File: src/rtl/div_issue_ctrl.sv
// rtl/div_issue_ctrl.sv - RV32M divide issue/response controller; optional DIV_RESULT_CACHE_EN result cache
module div_issue_ctrl #(
  parameter int TIMEOUT_CYCLES = 64,
  parameter int CNT_W          = 7
) (
  input  logic        i_clk,
  input  logic        i_rst_n,
  input  logic        i_valid,
  output logic        o_ready,
  input  logic [1:0]  i_op,
  input  logic [31:0] i_a,
  input  logic [31:0] i_b,
  input  logic        i_flush,
  output logic        o_stall,
  output logic        o_valid,
  output logic [31:0] o_result,
  output logic        o_timeout,
  output logic        o_div_valid,
  output logic [31:0] o_div_a,
  output logic [31:0] o_div_b,
  input  logic        i_div_valid,
  input  logic [31:0] i_div_quotient,
  input  logic [31:0] i_div_remainder
);

  typedef enum logic [1:0] {S_IDLE, S_ISSUE, S_WAIT, S_DONE} state_t;

  state_t            state;
  logic              op_rem;
  logic              sq;
  logic              sr;
  logic [31:0]       res;
  logic              to_q;
  logic              drain;
  logic [CNT_W-1:0]  cnt;

  logic              is_signed;
  logic              accept;
  logic              special_zero;
  logic              special_ovf;
  logic [31:0]       abs_a;
  logic [31:0]       abs_b;
  logic [CNT_W-1:0]  cnt_next;
  logic              cnt_expire;
  logic [31:0]       q_fix;
  logic [31:0]       r_fix;
  logic              cache_hit;
  logic [31:0]       cache_res;

  assign is_signed    = ~i_op[0];
  assign accept       = i_valid && o_ready && !i_flush;
  assign special_zero = (i_b == 32'd0);
  assign special_ovf  = is_signed && (i_a == 32'h8000_0000) && (i_b == 32'hFFFF_FFFF);
  // Two's complement negate: 0x80000000 maps onto itself, which the unsigned divider handles.
  assign abs_a        = (is_signed && i_a[31]) ? (32'd0 - i_a) : i_a;
  assign abs_b        = (is_signed && i_b[31]) ? (32'd0 - i_b) : i_b;
  assign cnt_next     = cnt + 1'b1;
  assign cnt_expire   = (cnt_next == CNT_W'(TIMEOUT_CYCLES - 1));
  assign q_fix        = sq ? (32'd0 - i_div_quotient) : i_div_quotient;
  assign r_fix        = sr ? (32'd0 - i_div_remainder) : i_div_remainder;

`ifdef DIV_RESULT_CACHE_EN
  logic        c_valid;
  logic [31:0] c_a;
  logic [31:0] c_b;
  logic        c_signed;
  logic [31:0] c_q;
  logic [31:0] c_r;
  logic [31:0] a_q;
  logic [31:0] b_q;
  logic        s_q;

  assign cache_hit = c_valid && (c_a == i_a) && (c_b == i_b) && (c_signed == is_signed);
  assign cache_res = i_op[1] ? c_r : c_q;

  // Remember operands of the request in flight and record its final results on a clean completion
  always_ff @(posedge i_clk or negedge i_rst_n) begin
    if (!i_rst_n) begin
      c_valid  <= 1'b0;
      c_a      <= '0;
      c_b      <= '0;
      c_signed <= 1'b0;
      c_q      <= '0;
      c_r      <= '0;
      a_q      <= '0;
      b_q      <= '0;
      s_q      <= 1'b0;
    end else begin
      if (accept) begin
        a_q <= i_a;
        b_q <= i_b;
        s_q <= is_signed;
      end
      if (state == S_WAIT && !i_flush && i_div_valid) begin
        c_valid  <= 1'b1;
        c_a      <= a_q;
        c_b      <= b_q;
        c_signed <= s_q;
        c_q      <= q_fix;
        c_r      <= r_fix;
      end
    end
  end
`else
  assign cache_hit = 1'b0;
  assign cache_res = 32'd0;
`endif

  // Control FSM with registered handshake, stall and result outputs
  always_ff @(posedge i_clk or negedge i_rst_n) begin
    if (!i_rst_n) begin
      state       <= S_IDLE;
      op_rem      <= 1'b0;
      sq          <= 1'b0;
      sr          <= 1'b0;
      res         <= '0;
      to_q        <= 1'b0;
      drain       <= 1'b0;
      cnt         <= '0;
      o_ready     <= 1'b1;
      o_stall     <= 1'b0;
      o_valid     <= 1'b0;
      o_result    <= '0;
      o_timeout   <= 1'b0;
      o_div_valid <= 1'b0;
      o_div_a     <= '0;
      o_div_b     <= '0;
    end else begin
      o_div_valid <= 1'b0;
      o_valid     <= 1'b0;
      o_timeout   <= 1'b0;
      case (state)
        S_IDLE: begin
          if (drain) begin
            // A flushed request is still owned by the divider; wait it out.
            cnt <= cnt_next;
            if (i_div_valid || cnt_expire) begin
              drain   <= 1'b0;
              o_ready <= 1'b1;
              o_stall <= 1'b0;
            end
          end else if (accept) begin
            op_rem  <= i_op[1];
            sq      <= is_signed && (i_a[31] ^ i_b[31]);
            sr      <= is_signed && i_a[31];
            to_q    <= 1'b0;
            o_ready <= 1'b0;
            if (special_zero) begin
              res     <= i_op[1] ? i_a : 32'hFFFF_FFFF;
              state   <= S_DONE;
            end else if (special_ovf) begin
              res     <= i_op[1] ? 32'd0 : 32'h8000_0000;
              state   <= S_DONE;
            end else if (cache_hit) begin
              res     <= cache_res;
              state   <= S_DONE;
            end else begin
              o_div_a     <= abs_a;
              o_div_b     <= abs_b;
              o_div_valid <= 1'b1;
              o_stall     <= 1'b1;
              state       <= S_ISSUE;
            end
          end
        end
        S_ISSUE: begin
          cnt <= '0;
          if (i_flush) begin
            state   <= S_IDLE;
            o_ready <= 1'b1;
            o_stall <= 1'b0;
          end else begin
            state <= S_WAIT;
          end
        end
        S_WAIT: begin
          cnt <= cnt_next;
          if (i_flush) begin
            state <= S_IDLE;
            if (i_div_valid || cnt_expire) begin
              o_ready <= 1'b1;
              o_stall <= 1'b0;
            end else begin
              drain <= 1'b1;
            end
          end else if (i_div_valid) begin
            res     <= op_rem ? r_fix : q_fix;
            o_stall <= 1'b0;
            state   <= S_DONE;
          end else if (cnt_expire) begin
            res     <= 32'd0;
            to_q    <= 1'b1;
            o_stall <= 1'b0;
            state   <= S_DONE;
          end
        end
        default: begin
          state   <= S_IDLE;
          o_ready <= 1'b1;
          o_stall <= 1'b0;
          if (!i_flush) begin
            o_valid   <= 1'b1;
            o_timeout <= to_q;
            o_result  <= res;
          end
        end
      endcase
    end
  end

endmodule

File: config.mk
export PLATFORM = sky130hd
export DESIGN_NAME = div_issue_ctrl
export DESIGN_NICKNAME = d
export VERILOG_FILES = /design/src/rtl/div_issue_ctrl.sv
export SDC_FILE = /design/constraint.sdc
export NUM_CORES = 1
export LEC_CHECK = 0
export CORE_ASPECT_RATIO = 1.25
export CORE_MARGIN = 1.5
export CORE_UTILIZATION = 41
export CTS_CLUSTER_SIZE = 28
export DETAILED_ROUTE_END_ITERATION = 7
export PLACE_DENSITY_LB_ADDON = 0.2
export SYNTH_ARGS = -nofsm -noshare
export SYNTH_HDL_FRONTEND = slang
export SYNTH_SLANG_ARGS = --single-unit
File: constraint.sdc
create_clock -name i_clk -period 5.25 [get_ports i_clk]
set_input_delay 1.05 -clock i_clk [delete_from_list [all_inputs] [get_ports i_clk]]
set_output_delay 1.05 -clock i_clk [all_outputs]
set_load 0.02 [all_outputs]
Word level (Yosys, flattened, before mapping)

Cells that the tools add are included.
Widths: inputs -> output; s select.

Bits in registers: 147
Bits in latches: 0
RAM bits: 0
Memory bits (read-only): 0
Input port bits: 135
Output and inout port bits: 101
Memories kept: 0

Add/sub/neg operators: 5
$mul: 0
Div/mod/pow operators: 0
Magnitude comparators: 0
Equal/unequal tests: 20
Shift-type cells: 0
Mux-type cells: 61
Bitwise gates (word level): 7
Reductions and logical operators: 24

Operators with widths:

| kind                  | number |
|---|---|
| $mux 32               | 14 |
| $sub 1x32->32 const A | 4 |
| $eq 32x32->1 const B  | 2 |
| $pmux 32 s2           | 1 |
| $logic_not 32->1      | 1 |
| $mux 1                | 31 |
| $pmux 7 s3            | 1 |
| $ne 2x2->1 const B    | 9 |
| $mux 2                | 8 |
| $ne 3x3->1 const B    | 5 |
| $reduce_and 3->1      | 4 |
| $reduce_and 6->1      | 2 |
| $reduce_and 5->1      | 2 |
| $add 7x1->7 const B   | 1 |
| $eq 7x6->1 const B    | 1 |
| $logic_and 1x1->1     | 7 |
| $mux 7                | 1 |
| $not 1->1             | 6 |
| $pmux 1 s3            | 2 |
| $pmux 2 s3            | 1 |
| $ne 4x4->1 const B    | 1 |
| $pmux 1 s2            | 2 |
| $reduce_and 2->1      | 2 |
| $reduce_bool 3->1     | 1 |
| other kinds (8)       | 8 |

Logic depth before layout (Yosys ltp)

Word-level depth: 8
Mapped depth: 11
Mapped depth without buffers: 8

Least setup slack after synthesis

Ideal clock, no wire load.

Path kind: input -> register
Start point: input i_a[6]
End point: register res[10]
Library setup time: 0.125 ns
Arrival time: 3.569 ns
Required time: 5.125 ns
Setup slack: 1.557 ns
Stages: 8
Buffers on the path: 2
Cell sequence: or4_4 > or4_1 > buf_2 > or4b_4 > o2bb2ai_4 > a22o_2 > buf_4 > mux2_2

Cells in the longest elaborated chain, start to end: 5

RTL lines:

| what                            | line | text |
|---|---|---|
| start, declared                 | 11   | `input logic [31:0] i_a,` |
| $eq 32x32->1                    | 53   | `assign special_ovf = is_signed && (i_a == 32'h8000_0000) && (i_b == 32'hFFFF_FFFF);` |
| $logic_and 1x1->1 (2 in series) | 53   |  |
| $ne 3x3->1 (no line)            | --   |  |
| $reduce_and 6->1 (no line)      | --   |  |
| end signal, assigned            | 149  | `res <= i_op[1] ? i_a : 32'hFFFF_FFFF;` |
| end signal, assigned            | 152  | `res <= i_op[1] ? 32'd0 : 32'h8000_0000;` |
| end signal, assigned            | 155  | `res <= cache_res;` |
| end, declared                   | 32   | `logic [31:0] res;` |

No other way between the ends.
A chain may end at the register's enable or synchronous reset.

Final worst setup path

Start point: input i_a[4]
End point: register res[0]

The elaborated chain is that of the path after synthesis.

==> reports/metrics.cfg <==
[timing]
holdWs_ns = 0.467
max_freq_mhz = 241
tns_ns = 0
post-route-period-util_pct = 79.2
fin_skew_ns = 0.00670
rsz0062_at_grt = no
period_minus_slack_ns = 4.16
worst_pin_slew_ns = 1.27
slew_headroom_pct = 15.0
slew_violations = 0
finalHoldViolations = 0
setup_viol = 0

[pwr]
leakagePower_nw = 5.08
peakVddDrop_mv = 0.260
power_density_nw_per_um2 = 430

[finish]
layout.nets = 1374
final_design_area_no_fill_um2 = 12800
area_growth_pct = 32.6
utilization_pct = 55.5
n_fill_cell = 2023
drive_above_1_share_pct = 11.5
multi_input_area_um2 = 5560
seqCellArea_um2 = 3680

[synth]
synth_edf_count = 0
syn_area_per_cell_um2 = 9.35
netlist-cell-type-count = 65
ys_seq_elements = 147
netlist_area_um2 = 9640
seq_area_frac_synth_pct = 38.2
synth-warning-count = 0
synthesis.nets = 1173
synthArstFlopShare_pct = 100
synthFlopType = dfrtp_1
postSynthCellCount = 1031

[route]
viasPerCell = 5.70
route.vias.total = 8749
detail-route-antenna-nets = 0
drc_errors = 0
wl_per_cell_um = 19.4
drtIter0Drc = 467
dr.pass1.iters = 5
wirelength_um = 29800

[global_routing]
grt_pass1_vias = 8561
grtUsageTotal_pct = 24.5
antenna_found_initial = 5
grt_pass1_wl_um = 47000
grt_start_max_net_pins = 69
grt_remaining_overflow = 0

[floorplanning]
coreArea_um2 = 23000
die-area_um2 = 24400
io_pins = 236
initial_core_util_pct = 41.8
die_h_um = 174
fp-row-count = 62
die_w_um = 140

[clock_network]
cts_tree = built
cts_buffers = 17
clock_path_buffers = 2
cts.clk_slew.worst_paths_ns = 0.07
clock_latency_ns = 0.43
cts_sinks = 147
cts-resized-gates = 0
root_buffer = clkbuf_16
cts_setup_buffers = 0
hold_buffers = 0
h-tree-depth = 4

[status]
status = completed

[place]
hpwlAfterDp_um = 22700
placed_area_um2 = 12200
portBuffers = 235
gp_congestion = 0.918

[flow_run]
max_cap_viol_count = 0

[worst_setup_path]
worst-path-max-fanout = 28
path_class = in2reg
cp_data_arrival_time_ns = 4.48
required_ns = 5.57
worst_setup_path_start_kind = input port
endpoint_kind = flop

[min_path]
worstHoldPathType = reg2reg

-- Yosys cell counts, types with 3 or more instances --
cell type	number	area, µm²
and3_1	6	37.5
mux2i_1	17	170
and2_1	3	18.8
ha_1	7	87.6
mux2_4	36	541
a41oi_1	10	87.6
nand2b_1	15	93.8
clkbuf_1	55	206
nor4_1	15	93.8
buf_2	4	20.0
o21ai_0	63	315
a31oi_1	21	131
or4_1	24	180
nor3_1	19	95.1
nand4_1	9	56.3
dfrtp_1	146	3650
a221oi_1	17	149
buf_4	4	30.0
nor2_1	59	221
nand2_1	125	469
inv_1	26	97.6
o41ai_1	20	175
a21oi_1	40	200
a311o_1	4	40.0
nor2b_1	6	37.5
a22oi_1	17	128
or3_1	20	125
o22ai_1	8	50.1
xnor2_1	76	666
nand3_1	6	30.0
buf_6	5	56.3
o31ai_1	27	203
mux2_2	39	439
xor2_1	36	315
or2_2	6	37.5
-- state kept, by name, summed over array words and instances, names as in the netlist --
signal       cells
o_stall          1
o_valid          1
state            2
to_q             1
o_result        32
o_div_a         32
sq               1
o_ready          1
res             32
op_rem           1
cnt              7
o_div_valid      1
o_timeout        1
o_div_b         32
sr               1
drain            1
-- final timing paths --
path	startpoint	endpoint	slack [ns]	depth (start not counted)
min reg2reg	res[25]$_DFFE_PN0P_	o_result[25]$_DFFE_PN0P_	0.47	2
max in group asynchronous	i_rst_n	o_div_a[18]$_DFFE_PN0P_	3.54	2
max reg2reg	cnt[0]$_DFFE_PN0P_	res[0]$_DFFE_PN0P_	1.99	7
max	i_a[4]	res[0]$_DFFE_PN0P_	1.09	7
min in group asynchronous	i_rst_n	o_div_b[15]$_DFFE_PN0P_	0.59	1
min	res[25]$_DFFE_PN0P_	o_result[25]$_DFFE_PN0P_	0.47	2
-- through the flow --
stage	setup WS, ns	std cells	power [mW]
2_1_floorplan	1.56	1031	3.25
3_3_place_gp	0.686	1501	4.26
3_5_place_dp	0.627	1501	4.28
4_1_cts	1.09	1533	5.53
5_1_grt	1.00	1535	5.81
6_report	1.09	1535	5.50
-- critical path, stage by stage --
cell	delay, ns
clkdlybuf4s50_1	0.50
or4_4	0.54
or4_1	0.62
or4b_4	0.62
o2bb2ai_4	0.15
a22o_2	0.57
mux2_2	0.41
-- where the power goes --
group	internal, mW	switching, mW
Sequential	1.54	0.347
Combinational	1.27	1.12
Clock	0.675	0.548
-- cell type report --
cell class	count	area share, %
Clock inverter	15	1.26
Inverter	28	0.823
Tap cell	288	2.82
Clock buffer	17	3.33
Sequential cell	147	28.8
Multi-Input combinational cell	788	43.5
Antenna cell	2	0.0392
Timing Repair Buffer	250	19.4
-- metal layers --
metal | part of all wire (%) | global-route usage, % | up-vias
li1 | - | - | 4176
met1 | 42 | 31.2 | 4209
met2 | 47 | 39.4 | 309
met3 | 7.3 | 6.25 | 53
met4 | 3.0 | 10.5 | 2
met5 | 0.037 | 0 | -
-- cell families after synthesis --
kind of cell / count (synthesis) / share of synthesized area, %
and+or+nand+nor: 327 / 16.9
AOI/OAI and AO/OA: 250 / 17.5
DFF: 147 / 38.2
xor gates and xnor gates: 112 / 10.2
buffers and inverters: 96 / 4.34
muxes: 92 / 11.9
adders and majority gates: 7 / 0.909
-- cell usage in the layout (no fill, tap or decap), types with 19 or more instances in the layout --
cell               n
a21oi_1           40
a31oi_1           21
clkdlybuf4s50_1  234
dfrtp_1          146
inv_1             26
mux2_2            39
mux2_4            36
nand2_1          125
nor2_1            58
nor3_1            19
o21ai_0           63
o31ai_1           27
o41ai_1           20
or3_1             20
or4_1             24
xnor2_1           76
xor2_1            36
Note: power is estimated with default switching activity, not from simulation.
